`src/rtl/seq_mem_pkg.sv`:
```
`timescale 1ns/1ps
`default_nettype none
// ============================================================================
// Module      : seq_mem_pkg
// Description : Shared definitions for the sequence-detector data memory
//               write path: default geometry, the counted pattern, the
//               writer FSM state encoding and the per-row match-count width
//               shared with the read-back detector.
// Options     : SEQ_COUNT_EN (consumers only) enables per-row match counting.
// Revision    : 1.0 - initial release
// ============================================================================
package seq_mem_pkg;

    localparam int          ADDR_W_DEF  = 5;
    localparam int          ROW_W_DEF   = 16;
    localparam logic [3:0]  PATTERN_DEF = 4'b1011;

    // Writer FSM encoding
    typedef logic [1:0] state_t;
    localparam state_t ST_IDLE  = 2'd0;
    localparam state_t ST_SHIFT = 2'd1;
    localparam state_t ST_WRITE = 2'd2;
    localparam state_t ST_DONE  = 2'd3;

    // A row of row_w bits holds at most row_w matches, so the count needs
    // enough bits to represent 0..row_w inclusive.
    function automatic int cnt_width(input int row_w);
        return $clog2(row_w + 1);
    endfunction

    localparam int CNT_W = cnt_width(ROW_W_DEF);

endpackage : seq_mem_pkg
`default_nettype wire

```
`src/rtl/seq_row_writer_if.sv`:
```
`timescale 1ns/1ps
`default_nettype none
// ============================================================================
// Module      : seq_row_writer_if
// Description : Bus bundle for seq_row_writer: start/config, serial bit
//               stream (ready/valid), row write port and status.
//               master = stimulus/control side, slave = writer.
// Ports       : start, base_addr, num_rows, bit_in, bit_valid  (master->slave)
//               bit_ready, mem_we, mem_addr, mem_wdata, busy, done
//               row_cnt, row_odd (SEQ_COUNT_EN only)         (slave->master)
// Options     : SEQ_COUNT_EN adds row_cnt/row_odd.
// Revision    : 1.0 - initial release
// ============================================================================
interface seq_row_writer_if
    import seq_mem_pkg::*;
#(
    parameter int ADDR_W = ADDR_W_DEF,
    parameter int ROW_W  = ROW_W_DEF
);
    localparam int CW = cnt_width(ROW_W);

    logic              start;
    logic [ADDR_W-1:0] base_addr;
    logic [ADDR_W:0]   num_rows;
    logic              bit_in;
    logic              bit_valid;
    logic              bit_ready;
    logic              mem_we;
    logic [ADDR_W-1:0] mem_addr;
    logic [ROW_W-1:0]  mem_wdata;
    logic              busy;
    logic              done;
`ifdef SEQ_COUNT_EN
    logic [CW-1:0]     row_cnt;
    logic              row_odd;
`endif

    modport master (
        output start, base_addr, num_rows, bit_in, bit_valid,
        input  bit_ready, mem_we, mem_addr, mem_wdata, busy, done
`ifdef SEQ_COUNT_EN
        , input row_cnt, row_odd
`endif
    );

    modport slave (
        input  start, base_addr, num_rows, bit_in, bit_valid,
        output bit_ready, mem_we, mem_addr, mem_wdata, busy, done
`ifdef SEQ_COUNT_EN
        , output row_cnt, row_odd
`endif
    );

endinterface : seq_row_writer_if
`default_nettype wire

```
`src/rtl/seq_row_writer_match.sv`:
```
`timescale 1ns/1ps
`default_nettype none
// ============================================================================
// Module      : seq_match_counter
// Description : Counts overlapping 4-bit PATTERN matches within one row of
//               a serial MSB-first stream. The window restarts at every row
//               so matches never span rows; the final count of a row is
//               latched on its last bit and held until the next row ends.
// Ports       : clk, rst     clock, synchronous active-high reset
//               clr_i        row start (new transfer), clears the window
//               step_i       one accepted bit this cycle
//               bit_i        the accepted bit
//               last_i       the accepted bit completes the row
//               row_cnt_o    matches in the last completed row
//               row_odd_o    row_cnt_o[0]
// Options     : only instantiated when SEQ_COUNT_EN is defined.
// Revision    : 1.0 - initial release
// ============================================================================
module seq_match_counter
    import seq_mem_pkg::*;
#(
    parameter int         ROW_W   = ROW_W_DEF,
    parameter logic [3:0] PATTERN = PATTERN_DEF
)(
    input  logic                        clk,
    input  logic                        rst,
    input  logic                        clr_i,
    input  logic                        step_i,
    input  logic                        bit_i,
    input  logic                        last_i,
    output logic [cnt_width(ROW_W)-1:0] row_cnt_o,
    output logic                        row_odd_o
);
    localparam int CW = cnt_width(ROW_W);

    logic [2:0]    win_q;   // previous three bits of the current row
    logic [1:0]    fill_q;  // how many of win_q belong to this row (sat. 3)
    logic [CW-1:0] cnt_q;   // running count for the current row
    logic [CW-1:0] held_q;  // count of the last completed row
    logic          w_hit;
    logic [CW-1:0] cnt_d;

    // Only a full window of this row's own bits may match, which keeps the
    // cleared window from producing matches for patterns with leading zeros.
    assign w_hit = step_i && (fill_q == 2'd3) && ({win_q, bit_i} == PATTERN);
    assign cnt_d = cnt_q + {{(CW-1){1'b0}}, w_hit};

    always_ff @(posedge clk) begin
        if (rst) begin
            win_q  <= '0;
            fill_q <= '0;
            cnt_q  <= '0;
            held_q <= '0;
        end else if (clr_i) begin
            win_q  <= '0;
            fill_q <= '0;
            cnt_q  <= '0;
        end else if (step_i) begin
            if (last_i) begin
                held_q <= cnt_d;
                win_q  <= '0;
                fill_q <= '0;
                cnt_q  <= '0;
            end else begin
                cnt_q  <= cnt_d;
                win_q  <= {win_q[1:0], bit_i};
                fill_q <= (fill_q == 2'd3) ? 2'd3 : fill_q + 2'd1;
            end
        end
    end

    assign row_cnt_o = held_q;
    assign row_odd_o = held_q[0];

endmodule : seq_match_counter
`default_nettype wire

```
`src/rtl/seq_row_writer.sv`:
```
`timescale 1ns/1ps
`default_nettype none
// ============================================================================
// Module      : seq_row_writer
// Description : Write side of the sequence-detector data memory. Packs a
//               serial ready/valid bit stream MSB-first into ROW_W-bit rows
//               and writes num_rows rows upward from base_addr (address
//               wraps modulo 2**ADDR_W). FSM: IDLE -> SHIFT -> WRITE ->
//               (SHIFT | DONE) -> IDLE.
// Ports       : clk, rst  clock, synchronous active-high reset
//               bus       seq_row_writer_if.slave (start/config, bit stream,
//                         row write port, busy/done, optional row stats)
// Options     : SEQ_COUNT_EN adds per-row PATTERN match count (row_cnt)
//               and parity (row_odd), valid with mem_we.
// Revision    : 1.0 - initial release
// ============================================================================
module seq_row_writer
    import seq_mem_pkg::*;
#(
    parameter int ADDR_W = ADDR_W_DEF,
    parameter int ROW_W  = ROW_W_DEF
`ifdef SEQ_COUNT_EN
    ,
    parameter logic [3:0] PATTERN = PATTERN_DEF
`endif
)(
    input  logic              clk,
    input  logic              rst,
    seq_row_writer_if.slave   bus
);
    localparam int                BC_W        = $clog2(ROW_W);
    localparam logic [BC_W-1:0]   c_LAST_BIT  = BC_W'(ROW_W - 1);
    localparam logic [ADDR_W:0]   c_ONE_ROW   = (ADDR_W+1)'(1);

    state_t            state_q,  state_d;
    logic [ADDR_W-1:0] addr_q,   addr_d;
    logic [ADDR_W:0]   rows_q,   rows_d;    // rows still to be written
    logic [BC_W-1:0]   bitcnt_q, bitcnt_d;  // bits accepted in current row
    logic [ROW_W-1:0]  row_q,    row_d;

    logic w_start;
    logic w_accept;
    logic w_last;
    logic w_we;

    assign w_start  = (state_q == ST_IDLE) && bus.start;
    assign w_accept = (state_q == ST_SHIFT) && bus.bit_valid;
    assign w_last   = w_accept && (bitcnt_q == c_LAST_BIT);
    assign w_we     = (state_q == ST_WRITE);

    always_comb begin
        state_d  = state_q;
        addr_d   = addr_q;
        rows_d   = rows_q;
        bitcnt_d = bitcnt_q;
        row_d    = row_q;
        case (state_q)
            ST_IDLE: begin
                if (bus.start) begin
                    addr_d   = bus.base_addr;
                    rows_d   = bus.num_rows;
                    bitcnt_d = '0;
                    row_d    = '0;
                    state_d  = (bus.num_rows == '0) ? ST_DONE : ST_SHIFT;
                end
            end
            ST_SHIFT: begin
                if (w_accept) begin
                    row_d    = {row_q[ROW_W-2:0], bus.bit_in};
                    bitcnt_d = w_last ? '0 : bitcnt_q + 1'b1;
                    if (w_last) begin
                        state_d = ST_WRITE;
                    end
                end
            end
            ST_WRITE: begin
                // Address increment wraps naturally at 2**ADDR_W.
                addr_d  = addr_q + 1'b1;
                rows_d  = rows_q - 1'b1;
                state_d = (rows_q == c_ONE_ROW) ? ST_DONE : ST_SHIFT;
            end
            ST_DONE: begin
                state_d = ST_IDLE;
            end
            default: begin
                state_d = ST_IDLE;
            end
        endcase
    end

    always_ff @(posedge clk) begin
        if (rst) begin
            state_q  <= ST_IDLE;
            addr_q   <= '0;
            rows_q   <= '0;
            bitcnt_q <= '0;
            row_q    <= '0;
        end else begin
            state_q  <= state_d;
            addr_q   <= addr_d;
            rows_q   <= rows_d;
            bitcnt_q <= bitcnt_d;
            row_q    <= row_d;
        end
    end

    // All outputs decode from registered state, so they are 0 the cycle
    // after reset and glitch-free with respect to the inputs.
    assign bus.bit_ready = (state_q == ST_SHIFT);
    assign bus.mem_we    = w_we;
    assign bus.mem_addr  = w_we ? addr_q : '0;
    assign bus.mem_wdata = w_we ? row_q  : '0;
    assign bus.busy      = (state_q == ST_SHIFT) || (state_q == ST_WRITE);
    assign bus.done      = (state_q == ST_DONE);

`ifdef SEQ_COUNT_EN
    seq_match_counter #(
        .ROW_W   (ROW_W),
        .PATTERN (PATTERN)
    ) u_match (
        .clk       (clk),
        .rst       (rst),
        .clr_i     (w_start),
        .step_i    (w_accept),
        .bit_i     (bus.bit_in),
        .last_i    (w_last),
        .row_cnt_o (bus.row_cnt),
        .row_odd_o (bus.row_odd)
    );
`endif

endmodule : seq_row_writer
`default_nettype wire

```
`src/flat_wrapper.sv`:
```
// flat-port wrapper written by rule: the top's interface ports become plain ports
module seq_row_writer_flat import seq_mem_pkg::*;
#(
    parameter int ADDR_W = ADDR_W_DEF,
    parameter int ROW_W  = ROW_W_DEF

)
  (clk, rst, bus_start, bus_base_addr, bus_num_rows, bus_bit_in, bus_bit_valid, bus_bit_ready, bus_mem_we, bus_mem_addr, bus_mem_wdata, bus_busy, bus_done);
  seq_row_writer_if #(.ADDR_W(ADDR_W), .ROW_W(ROW_W)) bus_i ();
  input  logic clk;
  input  logic rst;
  input wire logic [$bits(bus_i.start)-1:0] bus_start;
  input wire logic [$bits(bus_i.base_addr)-1:0] bus_base_addr;
  input wire logic [$bits(bus_i.num_rows)-1:0] bus_num_rows;
  input wire logic [$bits(bus_i.bit_in)-1:0] bus_bit_in;
  input wire logic [$bits(bus_i.bit_valid)-1:0] bus_bit_valid;
  output wire logic [$bits(bus_i.bit_ready)-1:0] bus_bit_ready;
  output wire logic [$bits(bus_i.mem_we)-1:0] bus_mem_we;
  output wire logic [$bits(bus_i.mem_addr)-1:0] bus_mem_addr;
  output wire logic [$bits(bus_i.mem_wdata)-1:0] bus_mem_wdata;
  output wire logic [$bits(bus_i.busy)-1:0] bus_busy;
  output wire logic [$bits(bus_i.done)-1:0] bus_done;
  assign bus_i.start = bus_start;
  assign bus_i.base_addr = bus_base_addr;
  assign bus_i.num_rows = bus_num_rows;
  assign bus_i.bit_in = bus_bit_in;
  assign bus_i.bit_valid = bus_bit_valid;
  assign bus_bit_ready = bus_i.bit_ready;
  assign bus_mem_we = bus_i.mem_we;
  assign bus_mem_addr = bus_i.mem_addr;
  assign bus_mem_wdata = bus_i.mem_wdata;
  assign bus_busy = bus_i.busy;
  assign bus_done = bus_i.done;
  seq_row_writer #(.ADDR_W(ADDR_W), .ROW_W(ROW_W)) u_core (.clk(clk), .rst(rst), .bus(bus_i));
endmodule
```
`config.mk`:
```
export PLATFORM = sky130hd
export DESIGN_NAME = seq_row_writer_flat
export DESIGN_NICKNAME = d
export VERILOG_FILES = /design/src/rtl/seq_mem_pkg.sv /design/src/rtl/seq_row_writer_if.sv /design/src/rtl/seq_row_writer_match.sv /design/src/rtl/seq_row_writer.sv /design/src/flat_wrapper.sv
export SDC_FILE = /design/constraint.sdc
export NUM_CORES = 1
export LEC_CHECK = 0
export ABC_AREA = 1
export CAP_MARGIN = 40
export CORE_MARGIN = 1.5
export CORE_UTILIZATION = 48
export DETAILED_ROUTE_END_ITERATION = 16
export PLACE_DENSITY = 0.77
export REMOVE_ABC_BUFFERS = 1
export SYNTH_ARGS = -nofsm -noshare
export SYNTH_HDL_FRONTEND = slang
export SYNTH_HIERARCHICAL = 1
export SYNTH_SLANG_ARGS = --single-unit
```
`constraint.sdc`:
```
create_clock -name clk -period 1.8 [get_ports clk]
set_input_delay 0.36 -clock clk [delete_from_list [all_inputs] [get_ports clk]]
set_output_delay 0.36 -clock clk [all_outputs]
set_load 0.005 [all_outputs]
```
==> impl_results.md, run 1 <==
* Std-Cell Rows at 22
* Slowest stage cell, crit path: dfxtp_2
* CP startpoint: u_core/state_q[0]
* Seq/Total Area, Yosys at 35.72%
* CP Cell Sequence: inv_2 > ha_4 > buf_6 > buf_16 > nand2_1 > inv_1 > dlygate4sd2_1
* Clock buffer depth at 2
* Tmin final at between 1.5 and 2 ns
* Synth Warn # at 6
* Non-Filler Cell Area, Final at about 2500 um^2
* Worst EP arrival at 1.40 ns
* Compound-Gate Fraction of Synth Area at between 10% and 20%
* Hold Slack at between 0.4 and 0.5 ns
* Final GP Congestion at between 0.8 and 0.9
* Count of pins over their slew limit at 0
* I/O Pins at 41
* Area contributors post-synth: dfxtp_1 (36%), nand2_1 (19%), inv_1 (7.9%)
* Worst reg2reg path endpoint: u_core/state_q[1]
* Critical path's top delay family: buffers and inverters
* Critical Path Max Stage Delay at 0.33 ns
* RSZ-0062 raised after global routing: true
* R2R depth at 12
* IO Port Bufs at 40
* R2R setup slack at 0.10 ns
* Routed wire per std cell at approximately 11 um
* Endpoints failing hold at 0
* Share of the synthesized area in the top cell type at a little over a third
* Slew @ Worst Pin at approximately 0.38 ns
* Multi-input gate area at between 1000 and 1500 um^2
* Post-Synth Simple-Gate Area at roughly a third
* CTS Buf Count at 5
* Starting Density at 50.14%
* Core area at between 3000 and 4000 um^2
* Num Clock Sinks at 33
* Worst Setup End Kind: output port
* Chip height at between 60 and 70 um
* CP required at between 1 and 1.5 ns
* Relative slew slack at 74.32%
* # hold bufs at CTS at 0
* Cell count after synthesis at around 280
* Clock root cell: clkbuf_8
* Overflow after GRT at 0
* CTS tree: yes
* Largest net degree at the start of global routing at 23
* Synth Area in Adders at under 10%
* Post-synthesis mux area share at 0%
* First-pass GRT wire length at 6.962 mm
* CP endpoint: bus_mem_wdata[8]
* Die W at around 65 um
* Reg2reg start: u_core/state_q[0]
* DRT iter0 DRCs at between 150 and 200
* Area Overhead vs Synth at 32.75%
* Synthesized flop and latch total at 33
* First-pass DRT Iterations at 4
* Pwr Total at approximately 3200 uW
* Post-DP HPWL at 2.666 mm
* # diodes at 0
* Critical path depth at 7
* Synth unique cells at 26
* Initial antenna violation count at 0
* Syn Std Cell Area at approximately 1800 um^2
* Vias in the first global route at 1620
* Hold WC Path Type: flop to flop
* Storage element area at between 600 and 700 um^2
* Xor and xnor fraction of the mapped netlist area at less than 1%
* Fmax at approximately 570 MHz
* Setup TNS at 0 ns
* Drt drc at 0
* CP Class: flop to output port
* CP Max Fanout at 5
* Final setup vio count at 0
* Worst path bufs/invs at 5
* Largest family of logic cells by synthesized area: simple AND/OR/NAND/NOR gates
* Skew final at slightly below 0.002 ns
* Die area at between 4000 and 5000 um^2
* Vias at 1818
* Clock insertion delay at the later pin of the skew report at around 0.28 ns
* Hold Path Stages at 2
* Post-DRT Antenna Nets at 0
* WL final at 4.138 mm
* Maximum vdd drop at around 0.97 mV
* Placed inst area at 2291 um^2
* Startpoint Class: flop
* Leakage dissipation at approximately 0.0013 uW
* Layout cells sized above 1 at around 15%
* Avg Inst Size Synth at roughly 6.5 um^2
* Fin nets at approximately 360
* Gr usage total at 20.96%
* Fillers at about 350
* Via density at ~4.8
* Tcrit/Tclk final at a little over nine tenths
* Status: complete, no violations
* H-tree Lvls at 2
* Post-synth top area cell: dfxtp_1
* Max-cap viol count at 0
* Power per Cell Area at between 1000 and 1500 nW/um^2
* CTS clock-pin slew for the worst setup and hold paths at ~0.060 ns
how the worst min path moves through the flow:
| stage | slack [ns] | to | startpoint |
|---|---|---|---|
| global placement | 0.45 | u_core/row_q[15] | u_core/row_q[15] |
| CTS | 0.46 | u_core/row_q[15] | u_core/row_q[15] |
| finish | 0.47 | u_core/rows_q[4] | u_core/rows_q[4] |
| global route | 0.48 | u_core/rows_q[4] | u_core/rows_q[4] |
| floorplan | 0.43 | u_core/addr_q[0] | rst |
| detailed placement | 0.45 | u_core/row_q[15] | u_core/row_q[15] |
repair_timing:
action                                  4_1_cts  5_1_grt
gates resized for setup                      34       21
pin swaps                                     1        2
endpoints found under the setup margin       24       17
cloned                                        1        0
setup buffers                                 4        1
layer usage:
metal  vias up  GRT usage, %  wire [um]
li1        965             -          -
met3         6         5.729        165
met4         0         4.688         55
met1       812         26.77       1902
met2        35         35.31       2014
met5         -             0          0
sequential cells by signal, indices dropped and copies added, names as in the netlist:
| name | count |
|---|---|
| u_core/row_q | 16 |
| u_core/bitcnt_q | 4 |
| u_core/state_q | 2 |
| u_core/addr_q | 5 |
| u_core/rows_q | 6 |
worst min-delay path: stages (launching register included):
cell and delay (ns):
dfxtp_1 0.31, nand2_1 0.06, a21oi_1 0.05
cells in the final DEF (no fill, tap or decap):
| master | n |
|---|---|
| nand2_1 | 87 |
| inv_1 | 37 |
| dfxtp_1 | 31 |
| nor2_1 | 28 |
| a21oi_1 | 25 |
| dlygate4sd2_1 | 18 |
| clkdlybuf4s50_1 | 17 |
| o21ai_0 | 13 |
| nand2_2 | 8 |
| nand3_1 | 7 |
| ha_1 | 7 |
| clkbuf_8 | 5 |
| buf_6 | 5 |
| o21ai_2 | 4 |
| buf_4 | 4 |
| clkbuf_2 | 3 |
| inv_2 | 3 |
| nor3_1 | 3 |
| nor2_2 | 3 |
| clkinv_2 | 2 |
| clkdlybuf4s15_1 | 2 |
| inv_4 | 2 |
| nand3_2 | 2 |
| ha_4 | 2 |
| dfxtp_2 | 2 |
| clkbuf_1 | 1 |
| buf_16 | 1 |
| or2_1 | 1 |
| nand2_4 | 1 |
| nor3b_1 | 1 |
| o21ai_4 | 1 |
| o21ai_1 | 1 |
| o21bai_1 | 1 |
| xnor2_1 | 1 |
| a31oi_1 | 1 |
| o211ai_1 | 1 |
power by group:
| part | total [uW] | switching (uW) | internal [uW] |
|---|---|---|---|
| sequential | 975 | 112 | 862 |
| clock | 526 | 259 | 267 |
| combinational | 1660 | 985 | 678 |
area by class of cell:
cell class              count  area share, %
clock buffers               6          2.956
clock inverters             2         0.4077
inverters                  42          6.626
multi-input cells         198          41.13
flip-flops and latches     33          27.01
well taps                  48          2.446
repair buffers             50          19.42
stage by stage:
stage / util (%) / setup WS, ns / cells
after floorplan: - / -0.08653 / 273
after global placement: 62.11 / 0.06587 / 366
after detailed placement: 62.11 / 0.04186 / 366
after CTS: 66.01 / -0.1012 / 379
after global routing: 66.55 / -0.01239 / 379
final: 66.55 / 0.03663 / 379
cell usage after synthesis:
cell type   n
nor2_1     28
buf_4       4
inv_1      39
o21ai_0    13
o21bai_1    1
nand2_2     2
clkbuf_1    3
inv_2       3
buf_6       2
o211ai_1    1
buf_2       1
nand2_1    93
nor3_1      3
o21ai_2     5
nor2_2      3
ha_1        9
xnor2_1     1
nand2_4     1
nor3b_1     1
nand3_2     2
a31oi_1     1
or2_1       1
dfxtp_1    33
o21ai_1     1
nand3_1     7
a21oi_1    25
logic make-up after synthesis:
family,Yosys count
XOR/XNOR,1
buffers and inverters,52
AND/OR/NAND/NOR,141
adder cells (fa/ha/maj),9
flip-flops,33
AO/OA/AOI/OAI,47
Power figures use the tool's default switching activity.
==> run 2: changes to the inputs <==
CTS_CLUSTER_DIAMETER = 100   (was default)
==> results of run 2 <==
Same layout as run 1: the final DEF is identical, and so are final timing and power.
